<file path="config.mk">
export PLATFORM = sky130hd
export DESIGN_NAME = subtrator_serial
export DESIGN_NICKNAME = d
export VERILOG_FILES = /design/src/rtl/subtrator_serial_pkg.sv /design/src/rtl/subtrator_serial_completo.sv /design/src/rtl/subtrator_serial.sv
export SDC_FILE = /design/constraint.sdc
export NUM_CORES = 1
export LEC_CHECK = 0
export BUFFER_PORTS_ARGS = -buffer_cell sky130_fd_sc_hd__buf_2
export CAP_MARGIN = 20
export CORE_MARGIN = 2
export CORE_UTILIZATION = 40
export DETAILED_ROUTE_END_ITERATION = 8
export PLACE_DENSITY_LB_ADDON = 0.25
export SLEW_MARGIN = 25
export SYNTH_ARGS = -nofsm -noshare
export SYNTH_HDL_FRONTEND = slang
export SYNTH_HIERARCHICAL = 1
export SYNTH_SLANG_ARGS = --single-unit
</file>
<file path="constraint.sdc">
create_clock -name clk -period 2.8 [get_ports clk]
set_input_delay 0.56 -clock clk [delete_from_list [all_inputs] [get_ports clk]]
set_output_delay 0.56 -clock clk [all_outputs]
set_load 0.03 [all_outputs]
</file>
<file path="src/rtl/subtrator_serial_pkg.sv">
// subtrator_serial_pkg: shared state encoding and default width for the serial subtractor
package subtrator_serial_pkg;
  localparam int DEFAULT_WIDTH = 4;
  localparam logic [1:0] S_IDLE  = 2'd0;
  localparam logic [1:0] S_SHIFT = 2'd1;
  localparam logic [1:0] S_DONE  = 2'd2;
endpackage

</file>
<file path="src/rtl/subtrator_serial_completo.sv">
// subtratorCompleto: one-bit full subtractor, x - y - bin
module subtratorCompleto (
  input  logic x,
  input  logic y,
  input  logic bin,
  output logic d,
  output logic bout
);
  assign d    = x ^ y ^ bin;
  assign bout = (~x & y) | (~(x ^ y) & bin);
endmodule

</file>
<file path="src/rtl/subtrator_serial.sv">
// subtrator_serial: bit-serial A - B - Bin, LSB first, started by an active-low button
module subtrator_serial
  import subtrator_serial_pkg::*;
#(
  parameter int WIDTH = DEFAULT_WIDTH
) (
  input  logic             clk,
  input  logic             rst_n,
  input  logic             start_n,
  input  logic [WIDTH-1:0] a_n,
  input  logic [WIDTH-1:0] b_n,
  input  logic             bin_n,
  output logic [WIDTH-1:0] d,
  output logic             bout,
  output logic             busy,
  output logic             done
);
  localparam int CW = $clog2(WIDTH + 1);
  logic [2:0]       sync_q;
  logic [1:0]       state_q, state_d;
  logic [WIDTH-1:0] a_q, a_d, b_q, b_d, diff_q, diff_d, res_q, res_d;
  logic             borrow_q, borrow_d, bout_q, bout_d;
  logic [CW-1:0]    cnt_q, cnt_d;
  logic             strobe, dbit, bo;
  // sync_q[2] is the edge-history flop; a press is a 1->0 transition of the synced level
  assign strobe = sync_q[2] & ~sync_q[1];
  subtratorCompleto u_cell (
    .x   (a_q[0]),
    .y   (b_q[0]),
    .bin (borrow_q),
    .d   (dbit),
    .bout(bo)
  );
  always_comb begin
    state_d  = state_q;
    a_d      = a_q;
    b_d      = b_q;
    diff_d   = diff_q;
    borrow_d = borrow_q;
    cnt_d    = cnt_q;
    res_d    = res_q;
    bout_d   = bout_q;
    case (state_q)
      S_IDLE: if (strobe) begin
        a_d      = ~a_n;
        b_d      = ~b_n;
        borrow_d = ~bin_n;
        diff_d   = '0;
        cnt_d    = '0;
        state_d  = S_SHIFT;
      end
      S_SHIFT: begin
        a_d      = a_q >> 1;
        b_d      = b_q >> 1;
        diff_d   = {dbit, diff_q[WIDTH-1:1]};
        borrow_d = bo;
        cnt_d    = cnt_q + CW'(1);
        if (cnt_q == CW'(WIDTH - 1)) begin
          res_d   = {dbit, diff_q[WIDTH-1:1]};
          bout_d  = bo;
          state_d = S_DONE;
        end
      end
      S_DONE:  state_d = S_IDLE;
      default: state_d = S_IDLE;
    endcase
  end
  always_ff @(posedge clk or negedge rst_n) begin
    if (!rst_n) begin
      sync_q   <= '1;
      state_q  <= S_IDLE;
      a_q      <= '0;
      b_q      <= '0;
      diff_q   <= '0;
      borrow_q <= 1'b0;
      cnt_q    <= '0;
      res_q    <= '0;
      bout_q   <= 1'b0;
    end else begin
      sync_q   <= {sync_q[1:0], start_n};
      state_q  <= state_d;
      a_q      <= a_d;
      b_q      <= b_d;
      diff_q   <= diff_d;
      borrow_q <= borrow_d;
      cnt_q    <= cnt_d;
      res_q    <= res_d;
      bout_q   <= bout_d;
    end
  end
  assign d    = res_q;
  assign bout = bout_q;
  assign busy = state_q != S_IDLE;
  assign done = state_q == S_DONE;
endmodule

</file>
Word-level counts from Yosys, hierarchy flattened

Index checks and enable logic that the tools add are counted.

Magnitude comparators: 0
Bitwise logic cells: 12
Multiplexer cells: 13
Reductions and logical operators: 6
Shift-type cells: 0
Multiply operators: 0
Divide/modulo/power cells: 0
Eq/ne operators: 5
Add/sub/neg operators: 1

Operator list:

| operator                                                              | count |
|---|---|
| 4-bit case mux with 2 select lines                                    | 3 |
| 4-bit two-way mux                                                     | 3 |
| 4-bit NOT                                                             | 2 |
| 3-bit case mux with 2 select lines                                    | 1 |
| 2-bit AND reduction                                                   | 3 |
| 2-bit two-way mux                                                     | 2 |
| 2-bit != test, second input constant                                  | 2 |
| 1-bit NOT                                                             | 4 |
| 2-bit case mux with 2 select lines                                    | 1 |
| 2-bit nonzero test                                                    | 2 |
| 3-bit by 1-bit adder with 3-bit output, second input constant         | 1 |
| 1-bit AND                                                             | 3 |
| 3-bit by 2-bit equality test with 1-bit output, second input constant | 1 |
| 3-bit two-way mux                                                     | 1 |
| 2-bit by 1-bit equality test with 1-bit output, second input constant | 1 |
| 2-bit equality test, second input constant                            | 1 |
| 2-bit zero test                                                       | 1 |
| 1-bit case mux with 2 select lines                                    | 1 |
| 1-bit XOR                                                             | 2 |
| 1-bit two-way mux                                                     | 1 |
| 1-bit bitwise OR                                                      | 1 |

Bits in read-only memories: 0
Bits in writable memories: 0
Input bits: 12
Logic and storage cells: 46
Memories: 0
Flip-flop bits (word level): 26
Output and inout port bits: 7
Latch bits: 0

Logic depth before layout (Yosys ltp)

Gate-level depths: netlist (run 1).

Depth in word-level cells: 5
Depth in mapped cells: 6
Depth with buffers taken out: 6

Modules after synthesis

Netlist (run 1), hierarchy kept.

By module, submodules not included:

| module            | area an instance (um^2) | sequential area each (um^2) | instances | cells an instance |
|---|---|---|---|---|
| subtrator_serial  | 1,072.3                 | 629.4                       | 1         | 82 |
| subtratorCompleto | 31.3                    | 0.0                         | 1         | 4 |

Worst setup path after synthesis (run 1)

Ideal clock, no wire load.

Path type: reg2out
Start point: reg state_q[1]
End point: out done
Cell stages (with the launch flop): 3
Data arrival time: 1,089 ps
Path buffers: 1
Required time: 2,240 ps
Setup slack: 1,151 ps
Cells stage by stage: dfrtp_1 -> buf_4 -> nor2b_1

Cells in the longest elaborated chain, start to end: 1

RTL lines:

| element                  | line                   | RTL |
|---|---|---|
| start: declaration       | subtrator_serial.sv:20 | `logic [1:0] state_q, state_d;` |
| start signal: assignment | subtrator_serial.sv:81 | `state_q <= state_d;` |
| 2-bit equality test      | subtrator_serial.sv:94 | `assign done = state_q == S_DONE;` |
| end: declaration         | subtrator_serial.sv:16 | `output logic done` |

Every way passes these cells.

Worst setup path in the final report (run 1)

Start point: reg state_q[1]
End point: out busy

Cells in the longest elaborated chain, start to end: 1

RTL lines:

| element            | line                   | RTL |
|---|---|---|
| 2-bit nonzero test | subtrator_serial.sv:93 | `assign busy = state_q != S_IDLE;` |
| end: declaration   | subtrator_serial.sv:15 | `output logic busy,` |

Every way passes these cells.

==> summary.txt, run 1 <==
Detailed routing
  • DR pass1 iterations: 4
  • Drt via density: ~5.3
  • Initial DRC count: 14
  • WL/cell: about 14 um
  • Post-DRT Antenna Nets: 0
  • Vias post-DR: 720
  • DRT Wirelength: ~1900 um
  • Residual DRC count: 0

Clocking
  • Postcts setup bufs: 0
  • Max Buffers Root-to-Sink: 2
  • Post-cts sizing count: 0
  • Htree depth: 1
  • Clk root buf: clkbuf_4
  • Total CTS buffers: 3
  • Worst skew pair latency: 0.31 ns
  • CTS tree: yes
  • Sinks on Clock Net: 25
  • Clock transition at path regs: 0.13 ns
  • Hold buffer count at CTS: 0

Worst setup path
  • Reg2Reg Launch Point: state_q[0]
  • Worst R2R End: d[3]
  • Worst-path cell chain: or2_2 > buf_2
  • Crit start category: register
  • CP max stage delay: 0.58 ns
  • Register-to-register setup slack: around 0.99 ns
  • CP Capture Point: busy
  • CP Capture Type: primary output
  • Register-to-Register Path Depth: 3
  • Crit path max fanout: 17
  • Worst Setup SP: state_q[1]
  • CP arrival: approximately 1.4 ns
  • Required @ worst endpoint: 2.24 ns
  • Slowest CP cell: dfrtp_1
  • Critical path class: reg -> out

STA
  • Post-Route Skew: roughly 0.0043 ns
  • Max Slew Vio Count: 0
  • Final period utilization: 70.9%
  • Slew headroom: between 60% and 70%
  • Final-report setup violation count: 0
  • TNS Setup: 0 ns
  • RSZ-0062 raised after global routing: false
  • Final Hold Vio Count: 0
  • Least-Margin Pin Slew: between 0.5 and 0.6 ns
  • Final min period: between 1.5 and 2 ns
  • Min Hold Slack: roughly 0.21 ns
  • Fmax: approximately 500 MHz

Synthesis
  • Biggest area consumer among synthesized cells: dfrtp_1
  • Synth warn: 6
  • Synth top area share: 49.9%
  • Ranking of synthesized cells by area: dfrtp_1 50%, mux2_2 12%, dfstp_2 7.1%
  • Post-Syn Instances: 86
  • Post-synth design cell area: 1100 um2
  • Syn Area/Cell: around 13 um2
  • Seq/Total Area, Yosys: ~57%
  • Syn_nets: between 100 and 150
  • Synth unique cells: 23
  • Flops & latches, synth: 25

Pwr
  • Peak VDD IR: roughly 0.64 mV
  • Total power: around 1.4 mW
  • P per Cell Area: 1130 nW/um2
  • Leak pwr: slightly below 0.6 nW

Final layout
  • Fin nets: approximately 120
  • Layout area overhead: 12.5%
  • Diode count: 0
  • Layout cells sized above 1: 39.0%

Floorplan
  • IO Pins: 19
  • Core Footprint: 2690 um2
  • # rows: 19
  • Die area: around 3200 um2
  • Initial Util: 41.1%
  • Die Height: roughly 57 um
  • Die width: 56.5 um

Global route
  • First-pass GRT wire length: roughly 3300 um
  • Initial antenna violation count: 0
  • Grt ovf: 0
  • Total GRT Usage: 13.4%
  • Number of global-route vias before repair: 754
  • Pin count of the biggest net entering global routing: 26

Place
  • Port Buf Inserts: 18
  • Dpl hpwl: 1360 um
  • GP Congestion: between 0.6 and 0.7

Job
  • MaxCap Viol Count: 0

Worst hold path
  • Worst Hold Class: in -> async

Outcome
  • Status: finished, final reports clean
## worst min path at each step
stage / start / end / slack, ns / cells past startpoint
after floorplan: rst_n / a_q[0] / 0.26 / 0
after global placement: sync_q[0] / sync_q[1] / 0.35 / 0
after detailed placement: sync_q[0] / sync_q[1] / 0.35 / 0
after CTS: rst_n / a_q[1] / 0.22 / 1
after global routing: rst_n / diff_q[2] / 0.23 / 1
final: rst_n / a_q[1] / 0.21 / 1
## registers in the layout (all words and copies together) (netlist names)
name      flops
a_q           4
b_q           4
borrow_q      1
bout          1
cnt_q         3
d             4
diff_q        3
state_q       2
sync_q        3
## cells in the mapped netlist, drive strengths merged
cell,number
dfstp,3
ha,2
buf,2
nor2b,2
clkbuf,1
a21oi,5
nand2b,1
fa,1
nand3b,7
o32ai,1
nand2,3
nor4b,2
a22o,4
inv,6
mux2,12
nor2,1
dfrtp,22
o21ai,9
a21o,1
or2,1
## layout make-up
class / count / area [um2]
inverter: 6 / 22.5
fill: 262 / 1450
multi-input combinational: 52 / 433
clock inverter: 1 / 5.00
tap: 31 / 38.8
timing repair buffer: 18 / 90.1
clock buffer: 3 / 22.5
sequential: 25 / 629
## cells in the final DEF, fill, tap and decap left out
| cell type | netlist | final |
|---|---|---|
| a21o_1 | 1 | 1 |
| a21oi_1 | 4 | 4 |
| a21oi_4 | 1 | 1 |
| a22o_1 | 4 | 4 |
| buf_2 | 0 | 18 |
| clkbuf_4 | 0 | 3 |
| clkinv_2 | 0 | 1 |
| dfrtp_1 | 22 | 22 |
| dfstp_2 | 3 | 3 |
| fa_1 | 1 | 1 |
| ha_1 | 2 | 2 |
| inv_1 | 6 | 6 |
| mux2_2 | 12 | 12 |
| nand2_1 | 3 | 3 |
| nand2b_4 | 1 | 1 |
| nand3b_1 | 7 | 7 |
| nor2_1 | 1 | 1 |
| nor2b_1 | 1 | 1 |
| nor2b_2 | 1 | 1 |
| nor4b_1 | 2 | 2 |
| o21ai_0 | 5 | 5 |
| o21ai_1 | 4 | 4 |
| o32ai_1 | 1 | 1 |
| or2_2 | 1 | 1 |
## critical path, delay by kind of cell (launching register included)
family | cells | cell delay [ns]
buf+inv | 1 | 0.18
flops | 1 | 0.58
simple gates | 1 | 0.35
## metrics by stage
step / instance area (um2) / util, % / std cells / setup slack (ns)
CTS: 1240 / 46.2 / 136 / 0.795
floorplan: 1100 / - / 86 / 1.15
global route: 1240 / 46.2 / 136 / 0.713
detailed placement: 1210 / 45.2 / 132 / 0.981
finish: 1240 / 46.2 / 136 / 0.815
global placement: 1210 / 45.2 / 132 / 1.07
## layer usage
layer | wire length, um | global-route usage, % | share of wire (%) | vias up
met2 | 919 | 21.1 | 48 | 15
met4 | 13 | 3.06 | 0.68 | 0
met1 | 886 | 17.6 | 46 | 363
met5 | 0 | 0 | 0 | -
li1 | - | - | - | 340
met3 | 92 | 4.84 | 4.8 | 2
## cells by family after synthesis
group | synth area share [%]
compound gates | 12.0
simple gates | 10.9
flops | 57.0
fa+ha+maj | 4.08
mux | 12.2
buf+inv | 3.74
## where the power goes
group	internal, mW	switching [mW]
sequential	0.507	0.119
combinational	0.295	0.326
clock	0.0534	0.106
Power figures use the tool's default switching activity.
==> run 2: changes to the inputs <==
- clock period: 2.8 -> 1.9 ns (I/O delays scaled with it)
==> run 2 against run 1 <==
Setup slack lost 0.74 ns; count of clock-buffer cells in the layout did not move; cell count increased by 0.74%; utilization up 0.42 points; total power is 50% higher; non-clock buffer count rose by 1; register-to-register slack lost 0.73 ns; clock power rose by 56%; sequential share of layout area down 0.36 points; via count shrank 1.7%; critical path type unchanged; largest power group is now combinational cells.
==> summary.txt, run 2 (synthesis gave the netlist of run 1 again) <==
Outcome
  • Status: finished, final reports clean

Worst setup path
  • CP arrival: 1.44 ns (about the same)
  • Worst-path cell chain: or2_2 > buf_2
  • Required @ worst endpoint: 1.52 ns (-0.72 ns)
  • Crit path max fanout: 14 (-3)
  • Critical path buffer and inverter count: 1 (unchanged)
  • Slowest CP cell: dfrtp_1
  • Critical path class: reg -> out
  • Crit start category: register
  • Crit path max-delay family: flip-flops
  • CP max stage delay: 0.57 ns (about the same)
  • CP Capture Type: primary output

Final layout
  • Commonest non-fill, non-tap cell in the layout: dfrtp_1
  • Final core occ: 46.6% (+0.42 points)
  • Fin nets: 122 (+0.83%)
  • Most frequent cells in the layout: 21 x dfrtp_1, 18 x buf_2, 12 x mux2_2
  • Layout area overhead: 13.5%
  • Layout cells sized above 1: 40.6% (+1.5 points)
  • Diode count: 0 (unchanged)

Pwr
  • Total power: 2.10 mW (+50%)
  • Leak pwr: 0.593 nW (about the same)
  • Peak VDD IR: 0.907 mV (+42%)
  • P per Cell Area: 1680 nW/um2 (+48%)

Floorplan
  • Initial Util: 41.1% (unchanged)
  • Core Footprint: 2690 um2 (unchanged)
  • Die area: 3200 um2 (unchanged)
  • Die Height: 56.5 um (unchanged)
  • Die width: 56.5 um (unchanged)
  • IO Pins: 19 (unchanged)
  • # rows: 19 (unchanged)

Global route
  • First-pass GRT wire length: 3240 um (-2.5%)
  • Total GRT Usage: 13.0% (-0.34 points)
  • Number of global-route vias before repair: 720 (-4.5%)
  • Initial antenna violation count: 0 (unchanged)
  • Grt ovf: 0 (unchanged)
  • Pin count of the biggest net entering global routing: 26 (unchanged)

Detailed routing
  • Post-DRT Antenna Nets: 0 (unchanged)
  • Residual DRC count: 0 (unchanged)
  • Initial DRC count: 6 (-8)
  • DR pass1 iterations: 4 (unchanged)
  • Vias post-DR: 708 (-1.7%)
  • DRT Wirelength: 1870 um (-2.4%)
  • Drt via density: 5.17 (-2.4%)
  • WL/cell: 13.6 um (-3.1%)

STA
  • Max Slew Vio Count: 0 (unchanged)
  • Final-report setup violation count: 0 (unchanged)
  • Least-Margin Pin Slew: 0.553 ns (-0.000826 ns)
  • Slew headroom: 63.1% (about the same)
  • Final Hold Vio Count: 0 (unchanged)
  • Final period utilization: between 90% and 100%
  • Post-Route Skew: 0.0160 ns (+0.0116 ns)
  • TNS Setup: 0 ns (unchanged)
  • RSZ-0062 raised after global routing: false
  • Final min period: around 1.8 ns
  • Fmax: about 550 MHz

Clocking
  • Sinks on Clock Net: 25 (unchanged)
  • Max Buffers Root-to-Sink: 2 (unchanged)
  • CTS tree: yes
  • Clock transition at path regs: 0.15 ns (+0.02 ns)
  • Total CTS buffers: 3 (unchanged)
  • Clk root buf: clkbuf_4
  • Worst skew pair latency: 0.33 ns (+0.02 ns)
  • Hold buffer count at CTS: 0 (unchanged)
  • Htree depth: 1 (unchanged)

Place
  • Dpl hpwl: 1290 um (-5.1%)
  • Port Buf Inserts: 18 (unchanged)
  • GP Congestion: 0.746 (+9.2%)

Job
  • MaxCap Viol Count: 0 (unchanged)

Worst hold path
  • Worst Hold Class: in -> async
-- run 2: cell types whose count changed in the layout (fill, tap and decap cells not counted), sizes merged --
cell,before,now
buf,18,19
clkinv,1,0
clkinvlp,0,1
-- run 2: area by class of cell --
type | instances | area [um2]
Clock buffer | 3 | 22.5
Clock inverter | 1 | 7.51
Fill cell | 269 | 1430
Inverter | 6 | 22.5
Multi-Input combinational cell | 52 | 433
Sequential cell | 25 | 631
Tap cell | 31 | 38.8
Timing Repair Buffer | 19 | 97.6
-- run 2: repair_timing --
action                     4_1_cts  5_1_grt
setup buffers                    0        0
setup endpoints to repair        0        2
gates resized for setup          0        1
-- run 2: worst register-to-register path: cells and delay by family (launching register included) --
family	cells	cell delay, ns
muxes	1	0.37
DFF	1	0.65
buffers and inverters	1	0.18
AOI/OAI and AO/OA	1	0.32
-- run 2: metrics by stage --
| step | instances | hold slack, ns | setup slack [ns] | area (um2) |
|---|---|---|---|---|
| global route | 137 | 0.0397 | 0.0234 | 1250 |
| finish | 137 | 0.00893 | 0.0757 | 1250 |
| global placement | 133 | 0.350 | 0.318 | 1220 |
| CTS | 137 | 0.0250 | 0.0350 | 1250 |
| floorplan | 86 | 0.0844 | 0.431 | 1100 |
| detailed placement | 133 | 0.348 | 0.306 | 1220 |
-- run 2: final timing paths --
check	from	end	slack, ns	cells past startpoint
setup / recovery	state_q[0]	busy	0.08	2
hold / removal	rst_n	a_q[3]	0.009	1
setup reg to reg	state_q[0]	b_q[0]	0.26	3
hold reg to reg	sync_q[0]	sync_q[1]	0.37	0
max in group asynchronous	rst_n	state_q[1]	1.50	1
min in group clk	start_n	sync_q[0]	0.13	1
-- run 2: layer usage --
metal | vias up | share of wire, % | GRT usage (%)
met5 | - | 0 | 0
met3 | 2 | 5.4 | 5.30
met1 | 346 | 48 | 18.2
met2 | 17 | 45 | 18.6
met4 | 0 | 0.70 | 3.74
li1 | 343 | - | -
-- run 2: power by group --
group          internal, mW  switching, mW
registers             0.748          0.177
logic                 0.449          0.481
clock network        0.0806          0.167
==> run 3: changes to the inputs <==
- clock period: 1.9 -> 2.26 ns (I/O delays scaled with it)
==> run 3 against run 2 <==
Largest cell class unchanged; critical path depth stayed put; clock skew is 0.015 ns lower; first-iteration DRC count grew to 2.5 times the previous value.
==> summary.txt, run 3 (synthesis gave the netlist of run 1 again) <==
Outcome
  • Status: finished, final reports clean

Global route
  • Pin count of the biggest net entering global routing: 26 (unchanged)
  • Initial antenna violation count: 0 (unchanged)
  • Total GRT Usage: 12.9% (-0.10 points)
  • Grt ovf: 0 (unchanged)
  • First-pass GRT wire length: 3230 um (-0.22%)
  • Number of global-route vias before repair: 738 (+2.5%)

Clocking
  • Clk root buf: clkbuf_4
  • Worst skew pair latency: 0.31 ns (-0.02 ns)
  • Clock transition at path regs: 0.13 ns (-0.02 ns)
  • Max Buffers Root-to-Sink: 2 (unchanged)
  • Sinks on Clock Net: 25 (unchanged)
  • Postcts setup bufs: 0 (unchanged)
  • CTS tree: yes
  • Hold buffer count at CTS: 0 (unchanged)
  • Htree depth: 1 (unchanged)
  • Total CTS buffers: 3 (unchanged)
  • Post-cts sizing count: 0 (unchanged)

Detailed routing
  • DR pass1 iterations: 4 (unchanged)
  • WL/cell: 13.5 um (-0.91%)
  • Residual DRC count: 0 (unchanged)
  • Post-DRT Antenna Nets: 0 (unchanged)
  • DRT Wirelength: 1850 um (-0.91%)
  • Vias post-DR: 724 (+2.3%)
  • Initial DRC count: 15 (+9)
  • Drt via density: 5.28 (+2.3%)

Final layout
  • Most frequent cells in the layout: 22 x dfrtp_1, 18 x buf_2, 12 x mux2_2
  • Commonest non-fill, non-tap cell in the layout: dfrtp_1
  • Layout area overhead: 13.2%
  • Diode count: 0 (unchanged)
  • Layout cells sized above 1: 39.6% (-0.94 points)
  • Fin nets: 122 (unchanged)

STA
  • Final Hold Vio Count: 0 (unchanged)
  • Max Slew Vio Count: 0 (unchanged)
  • TNS Setup: 0 ns (unchanged)
  • Fmax: between 500 and 600 MHz
  • Least-Margin Pin Slew: 0.546 ns (-0.00747 ns)
  • Final period utilization: roughly 84%
  • Final-report setup violation count: 0 (unchanged)
  • Final min period: about 1.9 ns
  • RSZ-0062 raised after global routing: false
  • Post-Route Skew: 0.000980 ns (-0.0150 ns)
  • Min Hold Slack: 0.107 ns (+0.0977 ns)
  • Slew headroom: 63.6% (+0.50 points)

Floorplan
  • Die Height: 56.5 um (unchanged)
  • Die width: 56.5 um (unchanged)
  • # rows: 19 (unchanged)
  • IO Pins: 19 (unchanged)
  • Die area: 3200 um2 (unchanged)
  • Initial Util: 41.1% (unchanged)
  • Core Footprint: 2690 um2 (unchanged)

Pwr
  • Leak pwr: 0.599 nW (+0.90%)
  • Flop pwr share: 44.3% (+0.3 points)
  • Net Sw Frac: 38.8% (-0.46 points)
  • Clock share of power: 11.1% (-0.7 points)
  • P per Cell Area: 1400 nW/um2 (-16%)
  • Int Power: 1.07 mW (-16%)
  • Gate power share: 44.7% (+0.5 points)
  • Sw Pwr: 0.680 mW (-18%)
  • Peak VDD IR: 0.780 mV (-14%)

Worst setup path
  • Crit start category: register
  • Register-to-register setup slack: 0.67 ns (+0.41 ns)
  • Required @ worst endpoint: 1.81 ns (+0.29 ns)
  • Crit path max fanout: 17 (+3)
  • Register-to-Register Path Depth: 3 (unchanged)
  • CP Capture Type: primary output
  • Reg2Reg Launch Point: state_q[0]
  • CP arrival: 1.44 ns (about the same)
  • Critical path class: reg -> out
  • Worst R2R End: b_q[2]

Place
  • Port Buf Inserts: 18 (unchanged)
  • GP Congestion: 0.713 (-4.4%)
  • Dpl hpwl: 1330 um (+2.8%)

Job
  • MaxCap Viol Count: 0 (unchanged)

Worst hold path
  • Worst Hold Class: in -> async
-- run 3: cell count changes in the layout (fill, tap and decap cells not counted) --
cell	delta
clkinv_2	+1
dfrtp_1	+1
clkinvlp_4	-1
dfrtp_2	-1
-- run 3: final cells by class --
type	instances	area, um2
Fill cell	271	1440
Sequential cell	25	629
Multi-Input combinational cell	52	433
Timing Repair Buffer	19	97.6
Tap cell	31	38.8
Clock buffer	3	22.5
Inverter	6	22.5
Clock inverter	1	5.00
-- run 3: how the worst max path moves through the flow --
stage / start / endpoint / cells after the start
floorplan: state_q[1] / done / 2
global placement: state_q[1] / busy / 2
detailed placement: state_q[0] / b_q[2] / 3
CTS: state_q[1] / busy / 2
global route: state_q[1] / busy / 2
finish: state_q[1] / busy / 2
-- run 3: power by group through the flow --
stage / logic [mW] / registers (mW) / clock network (mW)
after global routing: 0.862 / 0.798 / 0.224
after global placement: 0.778 / 0.771 / 0
after CTS: 0.792 / 0.777 / 0.206
final: 0.782 / 0.776 / 0.194
after floorplan: 0.574 / 0.806 / 0
after detailed placement: 0.794 / 0.783 / 0
-- run 3: layer usage --
| metal | GRT usage (%) | share of wire (%) | vias up |
|---|---|---|---|
| met4 | 5.10 | 1.1 | 0 |
| met2 | 20.8 | 46 | 15 |
| met5 | 0 | 0 | - |
| li1 | - | - | 345 |
| met3 | 3.00 | 4.8 | 4 |
| met1 | 16.8 | 48 | 360 |
-- run 3: critical path, cell delays in order, from the launching register on --
cell	delay, ns
dfrtp_1	0.59
or2_2	0.36
buf_2	0.18
-- run 3: stage by stage --
stage	instance area, um2	setup WS [ns]	utilization (%)	power (mW)	std cells
final	1250	0.366	46.5	1.75	137
after detailed placement	1220	0.697	45.5	1.58	133
after global routing	1250	0.291	46.5	1.88	137
after CTS	1250	0.349	46.5	1.77	137
after global placement	1220	0.760	45.5	1.55	133
after floorplan	1100	0.719	-	1.38	86
